$ cat config.mk
export PLATFORM = sky130hd
export DESIGN_NAME = dram_bank_fsm
export DESIGN_NICKNAME = d
export VERILOG_FILES = /design/src/rtl/dram_pkg.sv /design/src/rtl/dram_bank_fsm.sv
export SDC_FILE = /design/constraint.sdc
export NUM_CORES = 1
export LEC_CHECK = 0
export CORE_ASPECT_RATIO = 0.8
export CORE_MARGIN = 2
export CORE_UTILIZATION = 28
export DETAILED_ROUTE_END_ITERATION = 16
export GPL_ROUTABILITY_DRIVEN = 1
export SYNTH_ARGS = -nofsm -noshare
export SYNTH_HDL_FRONTEND = slang
export SYNTH_SLANG_ARGS = --single-unit
$ cat constraint.sdc
create_clock -name clk -period 1.6 [get_ports clk]
set_input_delay 0.4 -clock clk [delete_from_list [all_inputs] [get_ports clk]]
set_output_delay 0.4 -clock clk [all_outputs]
set_load 0.05 [all_outputs]
$ cat src/rtl/dram_pkg.sv
// Shared types and command decode for the multi-bank behavioural DRAM model.
package dram_pkg;

  // Commands recognised on one rising edge of CK.
  typedef enum logic [2:0] {NOP, ACT, RD, WR, PRE} cmd_e;

  // Per-bank row state.
  typedef enum logic [1:0] {IDLE, OPENING, ACTIVE} bank_state_e;

  // Width of the read burst beat counter; wide enough for the longest burst (8).
  localparam int BURST_W = 4;

  // Map the strobes onto a command. wen_all is the AND of every byte write
  // enable: all-high means READ, any lane low means WRITE.
  function automatic cmd_e cmd_decode(input logic cs_n, input logic ras_n,
                                      input logic cas_n, input logic wen_all);
    cmd_e c;
    c = NOP;
    if (!cs_n) begin
      case ({ras_n, cas_n})
        2'b01:   c = ACT;
        2'b10:   c = wen_all ? RD : WR;
        2'b00:   c = PRE;
        default: c = NOP;
      endcase
    end
    return c;
  endfunction

endpackage

$ cat src/rtl/dram_bank_fsm.sv
// One DRAM bank: open-row register, TRCD wait and IDLE/OPENING/ACTIVE state.
// The top level only presents act when the bank is IDLE; pre is always legal.
module dram_bank_fsm
  import dram_pkg::*;
#(
  parameter int ROW_W = 11,
  parameter int TRCD  = 3
) (
  input  logic             clk,
  input  logic             rst,
  input  logic             act,
  input  logic             pre,
  input  logic [ROW_W-1:0] row,
  output bank_state_e      state,
  output logic             bank_active,
  output logic [ROW_W-1:0] open_row
);

  localparam int CNT_W = (TRCD > 2) ? $clog2(TRCD) : 1;
  // Loaded on ACTIVATE; the bank turns ACTIVE on the edge where the count is 1,
  // so a column command TRCD edges after ACTIVATE sees ACTIVE.
  localparam logic [CNT_W-1:0] TRCD_M1 = CNT_W'((TRCD > 1) ? TRCD - 1 : 0);

  bank_state_e      state_q, state_d;
  logic [CNT_W-1:0] cnt_q, cnt_d;
  logic [ROW_W-1:0] row_q, row_d;

  // State, TRCD counter and open row registers.
  always_ff @(posedge clk or posedge rst) begin
    if (rst) begin
      state_q <= IDLE;
      cnt_q   <= '0;
      row_q   <= '0;
    end else begin
      state_q <= state_d;
      cnt_q   <= cnt_d;
      row_q   <= row_d;
    end
  end

  // Next-state logic: ACT opens, the counter times TRCD, PRE closes from any state.
  always_comb begin
    state_d = state_q;
    cnt_d   = cnt_q;
    row_d   = row_q;
    case (state_q)
      IDLE: begin
        if (act) begin
          row_d = row;
          if (TRCD > 1) begin
            state_d = OPENING;
            cnt_d   = TRCD_M1;
          end else begin
            state_d = ACTIVE;
          end
        end
      end
      OPENING: begin
        if (pre) state_d = IDLE;
        else if (cnt_q <= CNT_W'(1)) state_d = ACTIVE;
        else cnt_d = cnt_q - CNT_W'(1);
      end
      ACTIVE: begin
        if (pre) state_d = IDLE;
      end
      default: state_d = IDLE;
    endcase
  end

  assign state       = state_q;
  assign bank_active = (state_q == ACTIVE);
  assign open_row    = row_q;

endmodule

==> results of run 1 <==
-- power groups by stage --
stage | combinational (W) | sequential (W) | clock (W)
6_report | 0.00177 | 0.000760 | 0.000221
4_1_cts | 0.00179 | 0.000763 | 0.000234
2_1_floorplan | 0.000358 | 0.00125 | 0
3_3_place_gp | 0.00177 | 0.000765 | 0
5_1_grt | 0.00184 | 0.000790 | 0.000255
3_5_place_dp | 0.00178 | 0.000766 | 0
-- logic make-up after synthesis --
kind of cell / count (synthesis)
AOI/OAI and AO/OA: 6
adders and majority gates: 1
buffers and inverters: 5
DFF: 15
muxes: 12
and+or+nand+nor: 9
-- sequential cells by signal, summed over array words and instances, names as in the netlist --
signal and count:
cnt_q 2, state 2, open_row 11
-- critical path: stages, from the launching register on --
cell,delay (ns)
dfrtp_1,0.45
and2b_2,0.25
buf_12,0.15
-- layer usage --
layer / part of all wire / vias to the layer above / global-route usage
met1: 0.45 / 244 / 0.152
met3: 0.057 / 2 / 0.0220
li1: - / 241 / -
met2: 0.48 / 20 / 0.193
met5: 0 / - / 0
met4: 0.013 / 0 / 0.0977
-- cell type report --
cell class              instances  area (um^2)  share of cell area
clock inverters                 1         5.00             0.00428
repair buffers                 35          473               0.404
multi-input cells              28          246               0.211
well taps                      25         31.3              0.0267
inverters                       4         15.0              0.0128
clock buffers                   3         22.5              0.0193
flip-flops and latches         15          377               0.322
-- cells in the final DEF (no fill, tap or decap) --
cell type,netlist,final
dfrtp_2,0,1
o21ba_2,1,1
and2b_2,0,1
nor3b_1,1,1
nor2b_1,1,1
mux2_2,11,11
buf_12,0,14
nand2b_1,1,1
a21oi_1,2,2
dfrtp_1,15,14
clkbuf_4,0,3
o22ai_1,2,2
buf_4,0,7
nor2_1,2,2
inv_1,4,4
nor4_1,1,1
a31o_2,1,1
clkinv_2,0,1
mux2i_1,1,1
clkdlybuf4s50_1,0,14
nor3b_2,1,1
ha_1,1,1
nand2_1,1,1
-- worst max-delay path by stage --
stage                                   end  depth (start not counted)                 start  slack, ns
finish                          bank_active                          2  state[1]$_DFFE_PP0P_       0.06
global route                    bank_active                          2  state[1]$_DFFE_PP0P_     -0.002
CTS                             bank_active                          2  state[0]$_DFFE_PP0P_       0.03
detailed placement  open_row[0]$_DFFE_PP0P_                          4                   act      -0.14
global placement    open_row[0]$_DFFE_PP0P_                          4                   act      -0.10
floorplan           open_row[0]$_DFFE_PP0P_                          3  state[0]$_DFFE_PP0P_       0.08
-- Yosys cell counts, drive strengths merged --
| cell type | instances | area, um^2 |
|---|---|---|
| mux2 | 11 | 124 |
| buf | 1 | 11.3 |
| dfrtp | 15 | 375 |
| a31o | 1 | 8.76 |
| nor2 | 2 | 7.51 |
| nor3b | 2 | 20.0 |
| o21ba | 1 | 10.0 |
| nand2 | 1 | 3.75 |
| ha | 1 | 12.5 |
| a21oi | 2 | 10.0 |
| nand2b | 1 | 6.26 |
| and2b | 1 | 7.51 |
| mux2i | 1 | 10.0 |
| o22ai | 2 | 12.5 |
| inv | 4 | 15.0 |
| nor2b | 1 | 6.26 |
| nor4 | 1 | 6.26 |
-- metrics by stage --
| step | power, W | setup TNS (ns) | cell area (um^2) |
|---|---|---|---|
| after floorplan | 0.00161 | 0 | 648 |
| after global placement | 0.00253 | -1.10 | 1140 |
| after detailed placement | 0.00255 | -1.49 | 1140 |
| after CTS | 0.00278 | 0 | 1170 |
| after global routing | 0.00289 | -0.00181 | 1170 |
| final | 0.00275 | 0 | 1170 |
==> flow_metrics.env, run 1 <==
export IMPL_status="finished, final reports clean"
export IMPL_switchingPower_w=0.00117
export IMPL_switching_share=0.425
export IMPL_power_frac_clock=0.080
export IMPL_vias=507
export IMPL_antenna_found_initial=0
export IMPL_ctsResizeCount=0
export IMPL_drt_first_iter_violations=8
export IMPL_post_cts_setup_buffer_count=0
export IMPL_crit_path_end_kind="output pin"
export IMPL_die_h_um=47.0
export IMPL_place_inst=107
export IMPL_numPortBuffers=28
export IMPL_worst_setup_path_type="reg2out"
export IMPL_first_pass_iters=4
export IMPL_ctsHoldBuffers=0
export IMPL_post_route_period_util=0.965
export IMPL_leakagePower_nw=0.523
export IMPL_drive_gt1_frac=0.477
export IMPL_worstMarginPinSlew_ns=0.583
export IMPL_vias_per_cell=4.57
export IMPL_setup_violations=0
export IMPL_arrival_ns=1.14
export IMPL_fmax_mhz=648
export IMPL_antenna_cells=0
export IMPL_fillerInstances=189
export IMPL_final_nets=103
export IMPL_clock_tree_root_cell="clkbuf_4"
export IMPL_setup_slack_ns=0.0561
export IMPL_h_tree_depth=1
export IMPL_synthMuxAreaShare=0.207
export IMPL_timing_hold_ws_ns=0.462
export IMPL_gp_congestion=0.700
export IMPL_internal_power_w=0.00158
export IMPL_max_vdd_ir_drop_v=0.00120
export IMPL_synth_compound_area_frac=0.0638
export IMPL_synth_xor_area_frac=0
export IMPL_ys_seq_area_frac=0.580
export IMPL_grt_pass1_vias=551
export IMPL_grt_total_usage=0.122
export IMPL_reg2reg_slack_ns=0.17
export IMPL_core_area_mm2=0.00218
export IMPL_required_ns=1.20
export IMPL_final_cells=111
export IMPL_synthCells=48
export IMPL_syn_area_um2=647
export IMPL_wirelength_um=1440
export IMPL_max_cap_violations=0
export IMPL_fin_skew_ns=0.00625
export IMPL_period_minus_slack_ns=1.54
export IMPL_grt_pass1_wl_um=2380
export IMPL_placementRows=15
export IMPL_area_growth_pct=80.9
export IMPL_clk_latency_ns=0.28
export IMPL_cts_tree="built"
export IMPL_synthSimpleGateAreaFrac=0.0890
export IMPL_synth_top_family_by_area="multiplexers"
export IMPL_combPwrFrac=0.644
export IMPL_ys_ff_latch=15
export IMPL_syn_area_per_cell_um2=13.5
export IMPL_drc=0
export IMPL_cp_max_fo=4
export IMPL_avgRoutedWirePerCell_um=13.0
export IMPL_die_w_um=57.7
export IMPL_yosys_warnings=0
export IMPL_hpwlAfterDp_um=1120
export IMPL_cts_buffers=3
export IMPL_syn_num_nets=64
export IMPL_r2r_end="cnt_q[0]$_DFFE_PP0P_"
export IMPL_ff2ff_path_depth=5
export IMPL_hp_class="in2async"
export IMPL_slew_violations=0
export IMPL_cts_reportedPaths_clkPinSlew_ns=0.10
export IMPL_rr_startpoint="cnt_q[1]$_DFFE_PP0P_"
export IMPL_place_ws_ns=-0.141
export IMPL_max_slew_margin_rel=0.611
export IMPL_ys_types=18
export IMPL_power_density_mw_per_mm2=2350
export IMPL_grt_max_degree=16
export IMPL_fin_util=0.537
export IMPL_io_pins=29
export IMPL_dieArea_mm2=0.00271
export IMPL_synthAdderAreaFrac=0.0193
export IMPL_drtAntennaViolNets=0
export IMPL_cts_sinks=15
export IMPL_clockBufferDepth=2
export IMPL_start_util=0.297
export IMPL_seqPwrFrac=0.276
export IMPL_start_kind="flop"
export IMPL_hold_viol=0
export IMPL_grt_overflow=0
(Power assumes the default switching activity.)
==> inputs of run 2 (changes only) <==
- SKIP_LAST_GASP: not set -> 1
==> results of run 2 <==
No change in the layout: final DEF, timing and power equal those of run 1.
==> RTL change (settings of run 2) <==
`TRCD`: 3 -> 6.
--- a/src/rtl/dram_bank_fsm.sv
+++ b/src/rtl/dram_bank_fsm.sv
@@ -4,7 +4,7 @@
   import dram_pkg::*;
 #(
   parameter int ROW_W = 11,
-  parameter int TRCD  = 3
+  parameter int TRCD  = 6
 ) (
   input  logic             clk,
   input  logic             rst,
Formal check against the unedited RTL: not equivalent (a bounded check fails within 4 cycles, from zero or initial values and one cycle with rst high).
==> RTL change against run 2 <==
  * Combinational power up 8%
  * Routed wire length is 2.6% higher
  * Setup slack got worse by 0.0078 ns
  * Count of clock-buffer cells in the layout increased by 1
  * Area after synthesis grew 13%
  * Fmax is 0.50% lower
  * Clock power grew 18%
  * Via count is 8.7% higher
  * Clock skew down 0.0044 ns
  * Die area grew 12%
  * Sequential cell count grew 1
  * Design area is 17% higher
  * Total power grew 7.3%
==> RTL change: results (changes against run 2) <==
- Status: complete, no violations (unchanged)
- Drt first-iter violations: 5 (was 8)
- Cells after Synth: 51 (was 48)
- R2R setup slack: 0.05 ns (was 0.17 ns)
- Peak supply drop: 1120 uV (was 1200 uV)
- Arr. time, crit path: 1.73 ns (was 1.14 ns)
- First-pass GRT wire length: 2.50 mm (was 2.38 mm)
- Main synth FF type: dfrtp_1 (unchanged)
- Leading cell types by count after synthesis: dfrtp_1, mux2_2, inv_1, mux2_1 (was dfrtp_1, mux2_2, inv_1)
- Synth Net Count: 68 (was 64)
- HPWL after detailed placement: 1.16 mm (was 1.12 mm)
- Final RePlAce weighted congestion: 0.680 (was 0.700)
- Clock Latency Late Sink: 0.28 ns (about the same)
- Largest net degree at the start of global routing: 11 (was 16)
- CTS Buffer Depth: 2 (unchanged)
- Worst-path clk slew: 0.09 ns
- Post-synth cell types: 22 (was 18)
- Num CTS Buffers: 3 (unchanged)
- Fill cells: 203 (was 189)
- Vias in the first global route: 569 (was 551)
- Leakage power: 0.607 nW (was 0.523 nW)
- I/O Buffers: 28 (unchanged)
- Final nets: 114 (was 103)
- Clock Skew: 0.00189 ns (was 0.00625 ns)
- Vias per cell: 4.17 (was 4.57)
- Top cells by area, synth: dfrtp_1, mux2_2, mux2_1, a221oi_4, ha_1 (was dfrtp_1, mux2_2, inv_1, ha_1, nor3b_2)
- Worst-path fanout max: 3 (was 4)
- DRT Wirelength: 1.48 mm (was 1.44 mm)
- WL/cell: 11.2 um (was 13.0 um)
- Layout cells sized above 1: 53.1% (was 47.7%)
- Gr usage total: 11.6% (was 12.2%)
- Seq/Total Area, Yosys: 54.6% (was 58.0%)
- Worst-Margin Slew: 0.341 ns (was 0.583 ns)
- Placed insts: 120 (was 107)
==> RTL change: metrics by stage <==
stage / hold slack [ns] / instance area [sq um] / total power [W] / TNS, ns / setup slack [ns]
4_1_cts: 0.373 / 1300 / 0.00291 / 0 / 0.00587
3_3_place_gp: 0.536 / 1250 / 0.00260 / -1.93 / -0.166
2_1_floorplan: 0.314 / 736 / 0.00169 / 0 / 0.00740
3_5_place_dp: 0.544 / 1250 / 0.00263 / -2.34 / -0.204
6_report: 0.372 / 1370 / 0.00296 / 0 / 0.0483
5_1_grt: 0.406 / 1370 / 0.00310 / 0 / 0.00702
==> RTL change: worst paths after layout <==
path	start	to	cells past startpoint
worst min register to register	open_row[4]	open_row[4]	1
worst min-delay path	rst	open_row[5]	2
worst max-delay path	cnt_q[1]	cnt_q[0]	5
max in group asynchronous	rst	state[0]	3
worst max register to register	cnt_q[1]	cnt_q[0]	5
min in group clk	open_row[4]	open_row[4]	1
==> RTL change: cell type report <==
cell class / count / share of cell area, %
Tap cell: 36 / 3.30
Multi-Input combinational cell: 31 / 24.0
Clock buffer: 4 / 2.66
Timing Repair Buffer: 42 / 39.7
Inverter: 3 / 0.825
Sequential cell: 16 / 29.5
==> RTL change: cell families (layout without fill, tap and decap cells) <==
group	after synthesis	after routing	synth area share, %
adder cells (fa/ha/maj)	2	2	3.41
AND/OR/NAND/NOR	11	11	11.8
flip-flops	16	16	54.6
multiplexers	13	13	20.3
buffers and inverters	4	49	2.22
AO/OA/AOI/OAI	5	5	7.68
==> RTL change: what timing repair did <==
action / in CTS / in global routing
setup endpoints to repair: 3 / 3
pin swaps: 1 / 1
setup buffers: 1 / 7
gates resized for setup: 1 / 4
==> RTL change: per-layer routing <==
layer	vias up	global-route usage, %	part of all wire (%)
met4	0	4.35	1.4
li1	267	-	-
met3	2	4.72	7.0
met2	21	18.3	50
met5	-	0	0
met1	261	13.9	41
==> RTL change: critical path, cell delays in order (launching register included) <==
cell and delay [ns]:
dfrtp_1 0.38, inv_2 0.05, ha_2 0.16, o21bai_4 0.18, a221oi_4 0.35, mux2_4 0.33
==> RTL change: power by group <==
group / total, W / leakage (nW) / internal, W / switching (W)
clock: 0.000260 / 0.0210 / 0.000138 / 0.000122
sequential: 0.000780 / 0.185 / 0.000592 / 0.000187
combinational: 0.00192 / 0.401 / 0.00103 / 0.000887
total: 0.00296 / 0.607 / 0.00176 / 0.00120
